File: config.mk
export PLATFORM = sky130hd
export DESIGN_NAME = video_timing_gen
export DESIGN_NICKNAME = d
export VERILOG_FILES = /design/src/rtl/video_timing_gen.sv
export SDC_FILE = /design/constraint.sdc
export NUM_CORES = 1
export LEC_CHECK = 0
export BUFFER_PORTS_ARGS = -buffer_cell sky130_fd_sc_hd__buf_4
export CORE_MARGIN = 2
export CORE_UTILIZATION = 54
export CTS_BUF_LIST = sky130_fd_sc_hd__clkbuf_8
export DETAILED_ROUTE_END_ITERATION = 12
export PLACE_DENSITY_LB_ADDON = 0.05
export SYNTH_ARGS = -nofsm -noshare
export SYNTH_HDL_FRONTEND = slang
export SYNTH_SLANG_ARGS = --single-unit
File: constraint.sdc
create_clock -name clk_sys -period 4.1 [get_ports clk_sys]
set_input_delay 0.615 -clock clk_sys [delete_from_list [all_inputs] [get_ports clk_sys]]
set_output_delay 0.615 -clock clk_sys [all_outputs]
set_load 0.05 [all_outputs]
File: src/rtl/video_timing_gen.sv
// video_timing_gen: raster H/V counters, blanking, active-low syncs and blank-gated RGB
// advancing on a pixel clock enable inside clk_sys, with column mask and sync centring.
module video_timing_gen #(
  parameter int H_TOTAL      = 318,
  parameter int H_ACTIVE     = 256,
  parameter int H_SYNC_START = 283,
  parameter int H_SYNC_END   = 303,
  parameter int H_MASK       = 5,
  parameter int V_TOTAL      = 256,
  parameter int V_ACTIVE     = 240,
  parameter int V_SYNC_START = 251,
  parameter int V_SYNC_END   = 254,
  parameter int RGB_W        = 24
) (
  input  logic                         clk_sys,
  input  logic                         reset,
  input  logic                         ce_pix,
  input  logic                         mask_en,
  input  logic [3:0]                   h_adj,
  input  logic [RGB_W-1:0]             rgb_in,
  output logic [RGB_W-1:0]             rgb_out,
  output logic [$clog2(H_TOTAL)-1:0]   hcnt,
  output logic [$clog2(V_TOTAL)-1:0]   vcnt,
  output logic                         hb,
  output logic                         vb,
  output logic                         hs,
  output logic                         vs,
  output logic                         line_start,
  output logic                         frame_start
);
  localparam int HW = $clog2(H_TOTAL);
  localparam int VW = $clog2(V_TOTAL);
  localparam logic [HW-1:0] H_LAST = HW'(H_TOTAL - 1);
  localparam logic [HW-1:0] H_ACT = HW'(H_ACTIVE);
  localparam logic [HW-1:0] H_MSK = HW'(H_MASK);
  localparam logic signed [HW:0] HS_ON = (HW+1)'(H_SYNC_START);
  localparam logic signed [HW:0] HS_OFF = (HW+1)'(H_SYNC_END);
  localparam logic [VW-1:0] V_LAST = VW'(V_TOTAL - 1);
  localparam logic [VW-1:0] V_ACT = VW'(V_ACTIVE);
  localparam logic [VW-1:0] VS_ON = VW'(V_SYNC_START);
  localparam logic [VW-1:0] VS_OFF = VW'(V_SYNC_END);
  logic signed [3:0] adj_q;
  logic signed [HW:0] adj_x, h_s;
  logic [HW-1:0] hcnt_n;
  logic [VW-1:0] vcnt_n;
  logic h_wrap, hb_n, vb_n, hs_n, vs_n;
  always_comb begin
    h_wrap = hcnt == H_LAST;
    hcnt_n = h_wrap ? '0 : hcnt + 1'b1;
    vcnt_n = !h_wrap ? vcnt : (vcnt == V_LAST ? '0 : vcnt + 1'b1);
    adj_x = {{(HW-3){adj_q[3]}}, adj_q};
    h_s = $signed({1'b0, hcnt_n});
    hb_n = (hcnt_n >= H_ACT) || (mask_en && hcnt_n < H_MSK);
    vb_n = vcnt_n >= V_ACT;
    hs_n = !(h_s >= HS_ON + adj_x && h_s < HS_OFF + adj_x);
    vs_n = !(vcnt_n >= VS_ON && vcnt_n < VS_OFF);
  end
  // Flags are decoded from the next count so they always line up with the shown hcnt/vcnt
  always_ff @(posedge clk_sys) begin
    if (reset) begin
      hcnt <= '0;
      vcnt <= '0;
      hb <= 1'b1;
      vb <= 1'b1;
      hs <= 1'b1;
      vs <= 1'b1;
      rgb_out <= '0;
      line_start <= 1'b0;
      frame_start <= 1'b0;
      adj_q <= '0;
    end else begin
      line_start <= 1'b0;
      frame_start <= 1'b0;
      if (ce_pix) begin
        hcnt <= hcnt_n;
        vcnt <= vcnt_n;
        hb <= hb_n;
        vb <= vb_n;
        hs <= hs_n;
        vs <= vs_n;
        rgb_out <= (hb_n || vb_n) ? '0 : rgb_in;
        line_start <= hcnt_n == '0;
        frame_start <= hcnt_n == '0 && vcnt_n == '0;
        if (hcnt_n == '0 && vcnt_n == '0) adj_q <= h_adj;
      end
    end
  end
endmodule

==> Word-level counts from Yosys, hierarchy flattened <==
Cells that the tools add are included.
{ "classes": {"div": 0, "n_reduce_logical": 12, "n_addsub": 4, "shift": 0, "bitwise_logic": 1, "muxes": 4, "n_eq_ne": 2, "n_lt_le_gt_ge": 7, "multipliers": 0} }
{ "ops": {"columns": ["operator", "count"], "rows": [
  ["$mux W24", 1],
  ["$add A10 B4 Y10 const A", 2],
  ["$ge A8 B8 Y1 const B", 2],
  ["$mux W8", 2],
  ["$ge A10 B10 Y1", 1],
  ["$lt A10 B10 Y1", 1],
  ["$add A9 B1 Y9 const B", 1],
  ["$eq A9 B9 Y1 const B", 1],
  ["$ge A9 B9 Y1 const B", 1],
  ["$logic_not A9 Y1", 1],
  ["$lt A9 B3 Y1 const B", 1],
  ["$mux W9", 1],
  ["$add A8 B1 Y8 const B", 1],
  ["$eq A8 B8 Y1 const B", 1],
  ["$logic_not A8 Y1", 1],
  ["$lt A8 B8 Y1 const B", 1],
  ["$logic_and A1 B1 Y1", 4],
  ["$logic_not A1 Y1", 2],
  ["$logic_or A1 B1 Y1", 2],
  ["$reduce_and A2 Y1", 1],
  ["$reduce_or A2 Y1", 1],
  ["$not A1 Y1", 1]
]} }
{ "word_totals": {"in_bits": 32, "reg_bits": 51, "mem_bits_rw": 0, "word_cells": 40, "latchBits": 0, "out_inout_bits": 47, "memories": 0, "romBits": 0} }

==> Longest topological paths before layout <==
Gate-level depths: netlist (run 1).
{ "logic_depth": {"ltp_word": 7, "depth_mapped": 13, "ltp_nobuf": 12} }

==> Least setup slack after synthesis (run 1) <==
OpenSTA, ideal clock, no wires.
{ "synth_timing": {"path_kind": "register to register", "start": "register hcnt[1]", "end": "register hs", "synth_period_minus_slack_ns": 3.353, "setup_time_ns": 0.074, "stages_incl_launch_ff": 14, "t_arrival_ns": 3.279, "required_ns": 4.026, "n_path_buf": 1, "setup_slack_ns": 0.747, "path_cell_list": "dfxtp_1 > inv_1 > ha_1 > nand4bb_1 > nor2_2 > buf_6 > or2_2 > ha_1 > nand2b_1 > a21o_1 > maj3_2 > maj3_2 > a221o_1 > a31oi_1"} }
{ "synth_between": {"elab_chain_len": 5, "word_cells_on_any_way": 7, "cone_classes": "1 x add/sub; 2 x order compare; 1 x eq/ne; 1 x mux; 2 x reduce/logical"} }
{ "synth_lines": {"columns": ["item", "line_no", "text"], "rows": [
  ["start, declared", "22", "output logic [$clog2(H_TOTAL)-1:0] hcnt,"],
  ["start signal, assigned", "75", "hcnt <= hcnt_n;"],
  ["$add A9 B1 Y9 / $eq A9 B9 Y1 (equally long branches)", "49, 48", null],
  ["$mux W9 (*)", "49", "hcnt_n = h_wrap ? '0 : hcnt + 1'b1;"],
  ["$ge A10 B10 Y1 / $lt A10 B10 Y1 (equally long branches)", "55", "hs_n = !(h_s >= HS_ON + adj_x && h_s < HS_OFF + adj_x);"],
  ["$logic_and A1 B1 Y1 (*)", "55", null],
  ["$logic_not A1 Y1 (*)", "55", null],
  ["end signal, assigned", "79", "hs <= hs_n;"],
  ["end, declared", "26", "output logic hs,"]
]} }
Every way passes the cells marked *; elsewhere a longest branch is shown, timed or not.
A chain may end at the register's enable or synchronous reset.

==> Worst setup path in the final report (run 1) <==
Ends and elaborated chain as after synthesis.

==> results of run 1 <==
final timing paths:
path | to | cells after the start | slack (ns)
hold reg to reg | rgb_out[17]$_SDFFE_PP0P_ | 2 | 0.48
setup / recovery | hs$_SDFFE_PP1P_ | 13 | 0.85
hold / removal | rgb_out[17]$_SDFFE_PP0P_ | 2 | 0.48
setup reg to reg | hs$_SDFFE_PP1P_ | 13 | 0.85
power by group through the flow:
stage                     registers (uW)  logic (uW)  clock network (uW)
after floorplan                      596        93.4                   0
after global placement               537         212                   0
after detailed placement             538         214                   0
after CTS                            527         215                 387
after global routing                 529         230                 406
final                                527         213                 377
final cells by class:
cell class                 instances  area, um2  share of cell area
clock buffer                       6      82.58             0.02220
clock inverter                     2      38.79             0.01043
inverter                          32      120.1             0.03229
multi-input combinational        238       1774              0.4770
sequential                        51       1021              0.2745
tap                               72      90.09             0.02422
timing repair buffer              79      593.1              0.1594
per-layer routing:
layer | wire length [um] | share of wire
met2 | 3255 | 0.46
met1 | 3257 | 0.46
met5 | 0 | 0
met3 | 372 | 0.053
met4 | 133 | 0.019
layout by cell type (no fill, tap or decap), drive strengths merged, types with 7 or more instances in the layout:
cell,instances
buf,79
dfxtp,51
nand2b,37
inv,33
nor2,28
o32ai,25
nand2,14
a21oi,11
mux2i,11
nand3,10
nor3,10
ha,8
o21ai,8
xnor2,7
worst reg2reg max path: stages (launching register included):
cell and delay, ns:
dfxtp_1 0.46, inv_1 0.07, ha_1 0.21, nand4bb_1 0.25, nor2_2 0.07, buf_4 0.19, or2_2 0.30, ha_1 0.28
nand2b_1 0.15, a21o_1 0.18, maj3_2 0.30, maj3_2 0.31, a221o_1 0.29, a31oi_1 0.15
stage by stage:
step	setup WS, ns	cells	hold WS (ns)	power [uW]	util
after floorplan	0.7465	351	0.4712	689.7	-
after CTS	0.8636	480	0.4814	1129	0.6755
after global placement	1.024	472	0.4599	749.1	0.6535
after detailed placement	0.8786	472	0.4674	752.3	0.6535
after global routing	0.6614	480	0.5008	1166	0.6755
final	0.8465	480	0.4783	1117	0.6755
sequential cells by signal, indices dropped and copies added, names as in the netlist:
name,flops
hb,1
rgb_out,24
vcnt,8
hs,1
vs,1
vb,1
frame_start,1
adj_q,4
line_start,1
hcnt,9
cells by family (layout without fill, tap and decap cells):
family	count (synthesis)	in the layout
AOI/OAI and AO/OA	74	74
DFF	51	51
buffers and inverters	62	119
and+or+nand+nor	128	128
xor gates and xnor gates	12	12
adders and majority gates	11	11
muxes	13	13
==> key figures, run 1 <==
STA
  – Worst Tran Pin Value: between 0.7 and 0.8 ns
  – Final period util: 0.7935
  – Clock Skew: 0.009970 ns
  – Total negative slack: 0 ns
  – Fmax: a little over 300 MHz
  – Final Hold Viols: 0
  – Final setup viols: 0
  – RSZ-0062 raised after global routing: false
  – Relative slew slack: 0.5223
  – Max Transition Viols Final: 0
  – Minimum clock period after layout: between 3 and 4 ns

Clock network
  – Clk root buf: clkbuf_8
  – CTS tree: done
  – Cts repair resizes: 0
  – H-tree levels: 2
  – TritonCTS Buffers: 5
  – Clock transition at path regs: about 0.1 ns
  – Sink Count: between 50 and 60
  – Worst-Skew Late Latency: approximately 0.31 ns
  – Postcts setup bufs: 0
  – CTS Buffer Depth: 2
  – Cts hold-fix bufs: 0

GRT
  – Largest net degree at the start of global routing: 80
  – Global routing's busiest layer: met2
  – Antenna violations before repair: 0
  – First-pass GRT wire length: 11520 um
  – Vias in the first global route: between 2000 and 2500
  – Grt met3 use: 0.03846
  – Met2 usage: 0.3622
  – Total track usage: 0.2287
  – Total global routing overflow: 0
  – Met1 Track Usage GR: 0.3121

Synth
  – Mean Syn Cell Area: slightly below 9 um2
  – Most frequent cell after synthesis: dfxtp_1
  – Yosys reg bits: 51
  – Async SR Flop Fraction: 0
  – Synth cell count leaders: 51 x dfxtp_1, 37 x nand2b_1, 32 x inv_1, 27 x nor2_1, 19 x clkbuf_1
  – Post-synthesis compound-gate area fraction: 0.2106
  – Part of the Yosys area used for sequential elements: 0.3312
  – Synth Flop Type: dfxtp_1
  – Synth top area cells: dfxtp_1 33%, nand2b_1 7.5%, o32ai_2 5.3%
  – Largest family of logic cells by synthesized area: simple AND/OR/NAND/NOR gates
  – Adder-Cell Fraction of Synth Area: 0.04302
  – XOR/XNOR Fraction of Synth Area: 0.03409
  – Synth warn: 0
  – Post-synthesis mux area share: 0.04667
  – Cells after Synth: between 300 and 400
  – Mapped cell area: roughly 3100 um2
  – Yosys top cell area share: 0.3312
  – Area leader, netlist: dfxtp_1
  – Mapped Nets: ~400
  – Number of distinct library cells after synthesis: between 50 and 60
  – Synth Area in Simple Gates: 0.2411
  – Post-synth EDFFs: 0

Setup path
  – Crit end category: flip-flop
  – Crit path buffers/inverters: 2
  – Crit-path cells: inv_1, ha_1, nand4bb_1, nor2_2, buf_4, or2_2, ha_1, nand2b_1, a21o_1, maj3_2, maj3_2, a221o_1, a31oi_1
  – Crit Path Class: reg2reg
  – Required time of the critical path: about 4.4 ns
  – Crit path max-delay family: adder cells
  – Critical Path Fanout Max: 13
  – Slowest stage delay, CP: approximately 0.46 ns
  – CP Launch Point: hcnt[1]$_SDFFE_PP0P_
  – Crit start category: flip-flop
  – RR Startpoint: hcnt[1]$_SDFFE_PP0P_
  – Critical path data arrival time: between 3 and 4 ns
  – Critical path's slowest cell: dfxtp_1

Finish
  – Area grow syn2layout: 20.66%
  – Antenna cells: 0
  – Layout Nets: approximately 450
  – Filler cell count: 465
  – Post-route cell area: about 3700 um2
  – Ratio of cells with drive above 1 in the final layout: 0.2721

Placement
  – Input/output buffers: 78
  – Detailed Place HPWL: slightly below 5000 um
  – Area after DPL: 3598 um2
  – Routability cong.: just under 0.9

Pwr
  – Pleak: ~0.0015 uW
  – Clock network fraction of total power: 0.338
  – Peak supply drop: 0.1857 mV
  – Combinational Power Share: 0.191
  – Power Density: approximately 300 nW/um2
  – Switch share: 0.2869
  – P_int: around 800 uW
  – Seq pwr share: 0.472
  – P_sw: roughly 320 uW

Hold path
  – Min-delay src: rgb_out[17]$_SDFFE_PP0P_
  – Hold/Removal Path Class: reg2reg

Die
  – Die area: 6330 um2
  – Std cell rows: 27
  – Core Footprint: about 5500 um2
  – Horiz. Die Dim: between 70 and 80 um
  – Initial core utilization: 0.5599
  – # IOs: between 70 and 80
  – Die H: ~80 um

Detailed routing
  – # DRC: 0
  – Routed vias: between 2000 and 3000
  – Starting DRT DRC Count: 181
  – Final wirelength: around 7000 um
  – Antenna-violating nets left: 0
  – DR vias/cell: ~5.6
  – Detailed-route wire length per cell: 14.62 um
  – Drt pass-1 iters: 4

Run
  – Max-cap violations: 0

Outcome
  – Status: finished clean
Power figures use the tool's default switching activity.
==> run 2: changes to the inputs <==
clock period = 3.1 ns   (was 4.1 ns; I/O delays follow)
==> key figures, run 2 (synthesis gave the netlist of run 1 again) <==
Outcome
  – Status: finished clean

Detailed routing
  – Uppermost layer routed: met4
  – Drt pass-1 iters: 4 (unchanged)
  – Final wirelength: 7240 um (+3.1%)
  – Routed wl met3: 432 um (+16%)
  – Routed vias: 2734 (+2.4%)
  – Detailed-route wire length per cell: 14.96 um (+2.3%)
  – Routed wl met2: 3420 um (+5.1%)
  – DR vias/cell: 5.649 (+1.6%)
  – Antenna-violating nets left: 0 (unchanged)
  – Met1 wire length: 3289 um (+0.98%)
  – # DRC: 0 (unchanged)
  – Starting DRT DRC Count: 234 (+29%)

STA
  – RSZ-0062 raised after global routing: false
  – Final Hold Viols: 0 (unchanged)
  – Fmax: 352.2 MHz (+15%)
  – Minimum clock period after layout: 2.839 ns (-0.4140 ns)
  – Final period util: 0.9159 (+0.1224)
  – Final WS setup: 0.2606 ns (-0.5860 ns)
  – Worst Tran Pin Value: 0.7295 ns (+0.01293 ns)
  – Total negative slack: 0 ns (unchanged)
  – Max Transition Viols Final: 0 (unchanged)
  – Clock Skew: 0.008979 ns (-0.0009909 ns)
  – Relative slew slack: 0.5137 (-0.008618)
  – Final setup viols: 0 (unchanged)

Clock network
  – Cts repair resizes: 0 (unchanged)
  – Clock transition at path regs: 0.11 ns (about the same)
  – CTS tree: done
  – Sink Count: 51 (unchanged)
  – H-tree levels: 2 (unchanged)
  – Cts hold-fix bufs: 0 (unchanged)
  – Postcts setup bufs: 0 (unchanged)
  – Clk root buf: clkbuf_8
  – CTS Buffer Depth: 2 (unchanged)
  – TritonCTS Buffers: 5 (unchanged)
  – Worst-Skew Late Latency: 0.31 ns (about the same)

Hold path
  – Hold/Removal Path Class: in2reg

Placement
  – Detailed Place HPWL: 5145 um (+6.4%)
  – Worst slack, placed: 0.2916 ns (-0.5870 ns)
  – Input/output buffers: 78 (unchanged)
  – Routability cong.: 0.8736 (+0.37%)
  – Placed Cells incl. Taps: 476 (+0.85%)

Die
  – Horiz. Die Dim: 79.56 um (unchanged)
  – Core Footprint: 5507 um2 (unchanged)
  – # IOs: 79 (unchanged)
  – Initial core utilization: 0.5599 (unchanged)
  – Die H: 79.56 um (unchanged)
  – Die area: 6330 um2 (unchanged)
  – Std cell rows: 27 (unchanged)

Finish
  – Max reg flops: 24 (unchanged)
  – Area grow syn2layout: 21.83%
  – Filler cell count: 498 (+7.1%)
  – Final non-filler cell total: 484 (+0.83%)
  – Reg with most FFs: rgb_out
  – Regs by FF count: rgb_out x24, hcnt x9, vcnt x8
  – Most common cell after layout, fill and taps aside: buf_4
  – Most frequent cells in the layout: 83 x buf_4, 43 x dfxtp_1, 37 x nand2b_1, 32 x inv_1, 27 x nor2_1
  – Layout Nets: 451 (+0.89%)
  – Antenna cells: 0 (unchanged)
  – Ratio of cells with drive above 1 in the final layout: 0.2985 (+0.02648)

GRT
  – Vias in the first global route: 2419 (-0.45%)
  – Total track usage: 0.2281 (-0.0006506)
  – First-pass GRT wire length: 11560 um (+0.42%)
  – Antenna violations before repair: 0 (unchanged)
  – Largest net degree at the start of global routing: 80 (unchanged)
  – Total global routing overflow: 0 (unchanged)

Pwr
  – Peak supply drop: 0.2649 mV (+43%)
  – Pleak: 0.001497 uW (+1.0%)
  – Power Density: 390.5 nW/um2 (+30%)

Setup path
  – Required time of the critical path: 3.33 ns (-1.02 ns)
  – Critical Path Fanout Max: 7 (-6)
  – Crit end category: flip-flop
  – Crit start category: flip-flop
  – Critical path data arrival time: 3.07 ns (-0.43 ns)
  – Crit Path Class: reg2reg
  – Reg2reg setup slack: 0.26 ns (-0.59 ns)

Run
  – Max-cap violations: 0 (unchanged)
## run 2: cell types whose count changed in the layout (fill, tap and decap cells not counted), sizes merged
| cell | previous run | this run |
|---|---|---|
| clkbuf | 6 | 5 |
| clkinvlp | 0 | 1 |
| buf | 79 | 83 |
## run 2: power by group
part	switching [uW]	total (uW)	internal, uW
combinational	174	284	110
sequential	18.5	698	679
clock	241	485	244
total	434	1470	1030
## run 2: worst paths after layout
check,from,to,depth (start not counted)
setup / recovery,hcnt[1]$_SDFFE_PP0P_,hs$_SDFFE_PP1P_,12
hold / removal,rgb_in[12],rgb_out[12]$_SDFFE_PP0P_,3
setup reg to reg,hcnt[1]$_SDFFE_PP0P_,hs$_SDFFE_PP1P_,12
hold reg to reg,rgb_out[18]$_SDFFE_PP0P_,rgb_out[18]$_SDFFE_PP0P_,2
## run 2: layer usage
layer	vias up	global-route usage
li1	1353	-
met1	1275	0.3172
met2	96	0.3639
met3	10	0.03394
met4	0	0.07241
met5	-	0
## run 2: critical path, cell delays in order, from the launching register on
cell       delay [ns]
dfxtp_4          0.39
inv_1            0.05
ha_1             0.20
nand4bb_1        0.14
nor2_2           0.06
or2_2            0.29
ha_1             0.27
nand2b_1         0.15
a21o_1           0.18
maj3_2           0.30
maj3_2           0.30
a221o_1          0.29
a31oi_1          0.16
## run 2: final cells by class
| cell class | instances | area [um2] | share of cell area |
|---|---|---|---|
| clock buffer | 5 | 68.82 | 0.01832 |
| sequential | 51 | 1033 | 0.2751 |
| multi-input combinational | 238 | 1774 | 0.4724 |
| inverter | 32 | 120.1 | 0.03198 |
| clock inverter | 3 | 46.29 | 0.01233 |
| timing repair buffer | 83 | 623.1 | 0.1659 |
| tap | 72 | 90.09 | 0.02398 |
## run 2: stage by stage
step                cell area [um2]  total power [uW]  hold slack, ns    util
global route                   3756              1528          0.3976  0.6821
global placement               3641             992.6          0.4604  0.6612
floorplan                      3095             912.4          0.4712       -
detailed placement             3641             998.0          0.4688  0.6612
finish                         3756              1467          0.3986  0.6821
CTS                            3756              1479          0.3968  0.6821
==> run 3: changes to the inputs <==
BUFFER_PORTS_ARGS = not set   (was -buffer_cell sky130_fd_sc_hd__buf_4)
DONT_BUFFER_PORTS = 1   (was not set)
==> key figures, run 3 (synthesis gave the netlist of run 1 again) <==
Placement
  – Input/output buffers: 0 (-100%)
  – Placed Cells incl. Taps: 414 (-13%)
  – Detailed Place HPWL: 4858 um (-5.6%)
  – Routability cong.: 0.7982 (-8.6%)

Clock network
  – Clock transition at path regs: 0.11 ns (about the same)
  – Postcts setup bufs: 0 (unchanged)
  – TritonCTS Buffers: 5 (unchanged)
  – CTS tree: done
  – H-tree levels: 2 (unchanged)
  – Sink Count: 51 (unchanged)
  – Clk root buf: clkbuf_8
  – Cts hold-fix bufs: 0 (unchanged)
  – CTS Buffer Depth: 2 (unchanged)
  – Worst-Skew Late Latency: 0.31 ns (about the same)
  – Cts repair resizes: 0 (unchanged)

Finish
  – Max reg flops: 24 (unchanged)
  – Most common cell after layout, fill and taps aside: dfxtp_1
  – Regs by FF count: rgb_out x24, hcnt x9, vcnt x8
  – Ratio of cells with drive above 1 in the final layout: 0.1743 (-0.1243)
  – Layout Nets: 389 (-14%)
  – Area grow syn2layout: 6.088%
  – Filler cell count: 520 (+4.4%)
  – Most frequent cells in the layout: 43 x dfxtp_1, 37 x nand2b_1, 32 x inv_1, 27 x nor2_1, 21 x buf_4
  – Final non-filler cell total: 422 (-13%)
  – Reg with most FFs: rgb_out
  – Antenna cells: 0 (unchanged)

STA
  – Clock Skew: 0.01193 ns (+0.002947 ns)
  – Worst Tran Pin Value: 0.5409 ns (-0.1886 ns)
  – Relative slew slack: 0.6356 (+0.1219)
  – RSZ-0062 raised after global routing: false
  – Final Hold Viols: 0 (unchanged)
  – Final period util: 0.8975 (-0.01840)
  – Max Transition Viols Final: 0 (unchanged)
  – Fmax: 359.4 MHz (+2.0%)
  – Minimum clock period after layout: 2.782 ns (-0.05703 ns)
  – Total negative slack: 0 ns (unchanged)
  – Final setup viols: 0 (unchanged)

Hold path
  – Hold/Removal Path Class: in2reg
  – Min-delay src: reset

GRT
  – Total global routing overflow: 0 (unchanged)
  – Total track usage: 0.2135 (-0.01456)
  – First-pass GRT wire length: 10930 um (-5.5%)
  – Largest net degree at the start of global routing: 80 (unchanged)
  – Antenna violations before repair: 0 (unchanged)
  – Vias in the first global route: 2276 (-5.9%)

Die
  – Initial core utilization: 0.5599 (unchanged)
  – Die area: 6330 um2 (unchanged)
  – Core Footprint: 5507 um2 (unchanged)
  – Die H: 79.56 um (unchanged)
  – # IOs: 79 (unchanged)
  – Horiz. Die Dim: 79.56 um (unchanged)
  – Std cell rows: 27 (unchanged)

Detailed routing
  – DR vias/cell: 5.950 (+5.3%)
  – Detailed-route wire length per cell: 16.26 um (+8.7%)
  – Antenna-violating nets left: 0 (unchanged)
  – Final wirelength: 6862 um (-5.2%)
  – Starting DRT DRC Count: 177 (-24%)
  – Routed vias: 2511 (-8.2%)
  – # DRC: 0 (unchanged)
  – Drt pass-1 iters: 4 (unchanged)

Pwr
  – Design Power: 1301 uW (-11%)
  – Pleak: 0.001182 uW (-21%)
  – Peak supply drop: 0.1934 mV (-27%)
  – Power Density: 397.9 nW/um2 (+1.9%)

Run
  – Max-cap violations: 0 (unchanged)

Setup path
  – Critical path data arrival time: 3.02 ns (-0.05 ns)
  – Crit-path cells: inv_1, ha_1, nand4bb_1, nor2_2, or2_2, ha_1, nand2b_1, a21o_1, maj3_2, maj3_2, a221o_1, a31oi_1
  – Critical path's slowest cell: dfxtp_4
  – Slowest stage delay, CP: 0.35 ns (-0.04 ns)
  – CP Launch Point: hcnt[1]$_SDFFE_PP0P_
  – Critical Path Fanout Max: 3 (-4)
  – Crit Path Class: reg2reg
  – RR Startpoint: hcnt[1]$_SDFFE_PP0P_
  – Crit start category: flip-flop
  – Required time of the critical path: 3.33 ns (about the same)
  – Crit end category: flip-flop

Outcome
  – Status: finished clean
==> run 3: changes by cell type in the layout (fill, tap and decap cells not counted) <==
cell and delta:
clkinv_4 +1, bufinv_16 -1, buf_4 -62, clkinvlp_4 -1, inv_6 +1
==> run 3: layout make-up <==
| cell class | count | area, um2 | share of cell area |
|---|---|---|---|
| repair buffers | 21 | 157.7 | 0.04820 |
| inverters | 32 | 120.1 | 0.03673 |
| well taps | 72 | 90.09 | 0.02754 |
| multi-input cells | 238 | 1774 | 0.5425 |
| clock buffers | 5 | 68.82 | 0.02104 |
| clock inverters | 3 | 26.28 | 0.008034 |
| flip-flops and latches | 51 | 1033 | 0.3160 |
==> run 3: report_power, final <==
part	internal (uW)	leakage [uW]	switching, uW
clock network	167	0.0000491	238
logic	62.4	0.000713	74.3
registers	679	0.000420	81.3
==> run 3: worst paths after layout <==
kind                                               to  slack, ns  cells after the start
worst max register to register        hs$_SDFFE_PP1P_       0.32                     12
worst min register to register  adj_q[0]$_SDFFE_PP0P_       0.51                      2
worst max-delay path                  hs$_SDFFE_PP1P_       0.32                     12
worst min-delay path             hcnt[4]$_SDFFE_PP0P_       0.21                      1
==> run 3: worst max-delay path: cells and delay by family (launching register included) <==
family	cells	cell delay [ns]
flops	1	0.35
compound gates	3	0.63
fa+ha+maj	4	1.08
simple gates	4	0.63
buf+inv	1	0.03
==> run 3: through the flow <==
stage,util,cell area [um2],hold slack (ns),worst slack (ns)
floorplan,-,3095,0.4712,0.01895
global route,0.5940,3271,0.1988,0.1555
detailed placement,0.5767,3176,0.5010,0.3348
finish,0.5940,3271,0.2125,0.3176
CTS,0.5940,3271,0.1988,0.3237
global placement,0.5767,3176,0.4882,0.3932
==> run 3: metal layers <==
layer | global-route usage | up-vias | wire length [um]
li1 | - | 1230 | -
met1 | 0.2850 | 1185 | 3028
met2 | 0.3361 | 90 | 3222
met3 | 0.06674 | 6 | 562
met4 | 0.05000 | 0 | 49
met5 | 0 | - | 0
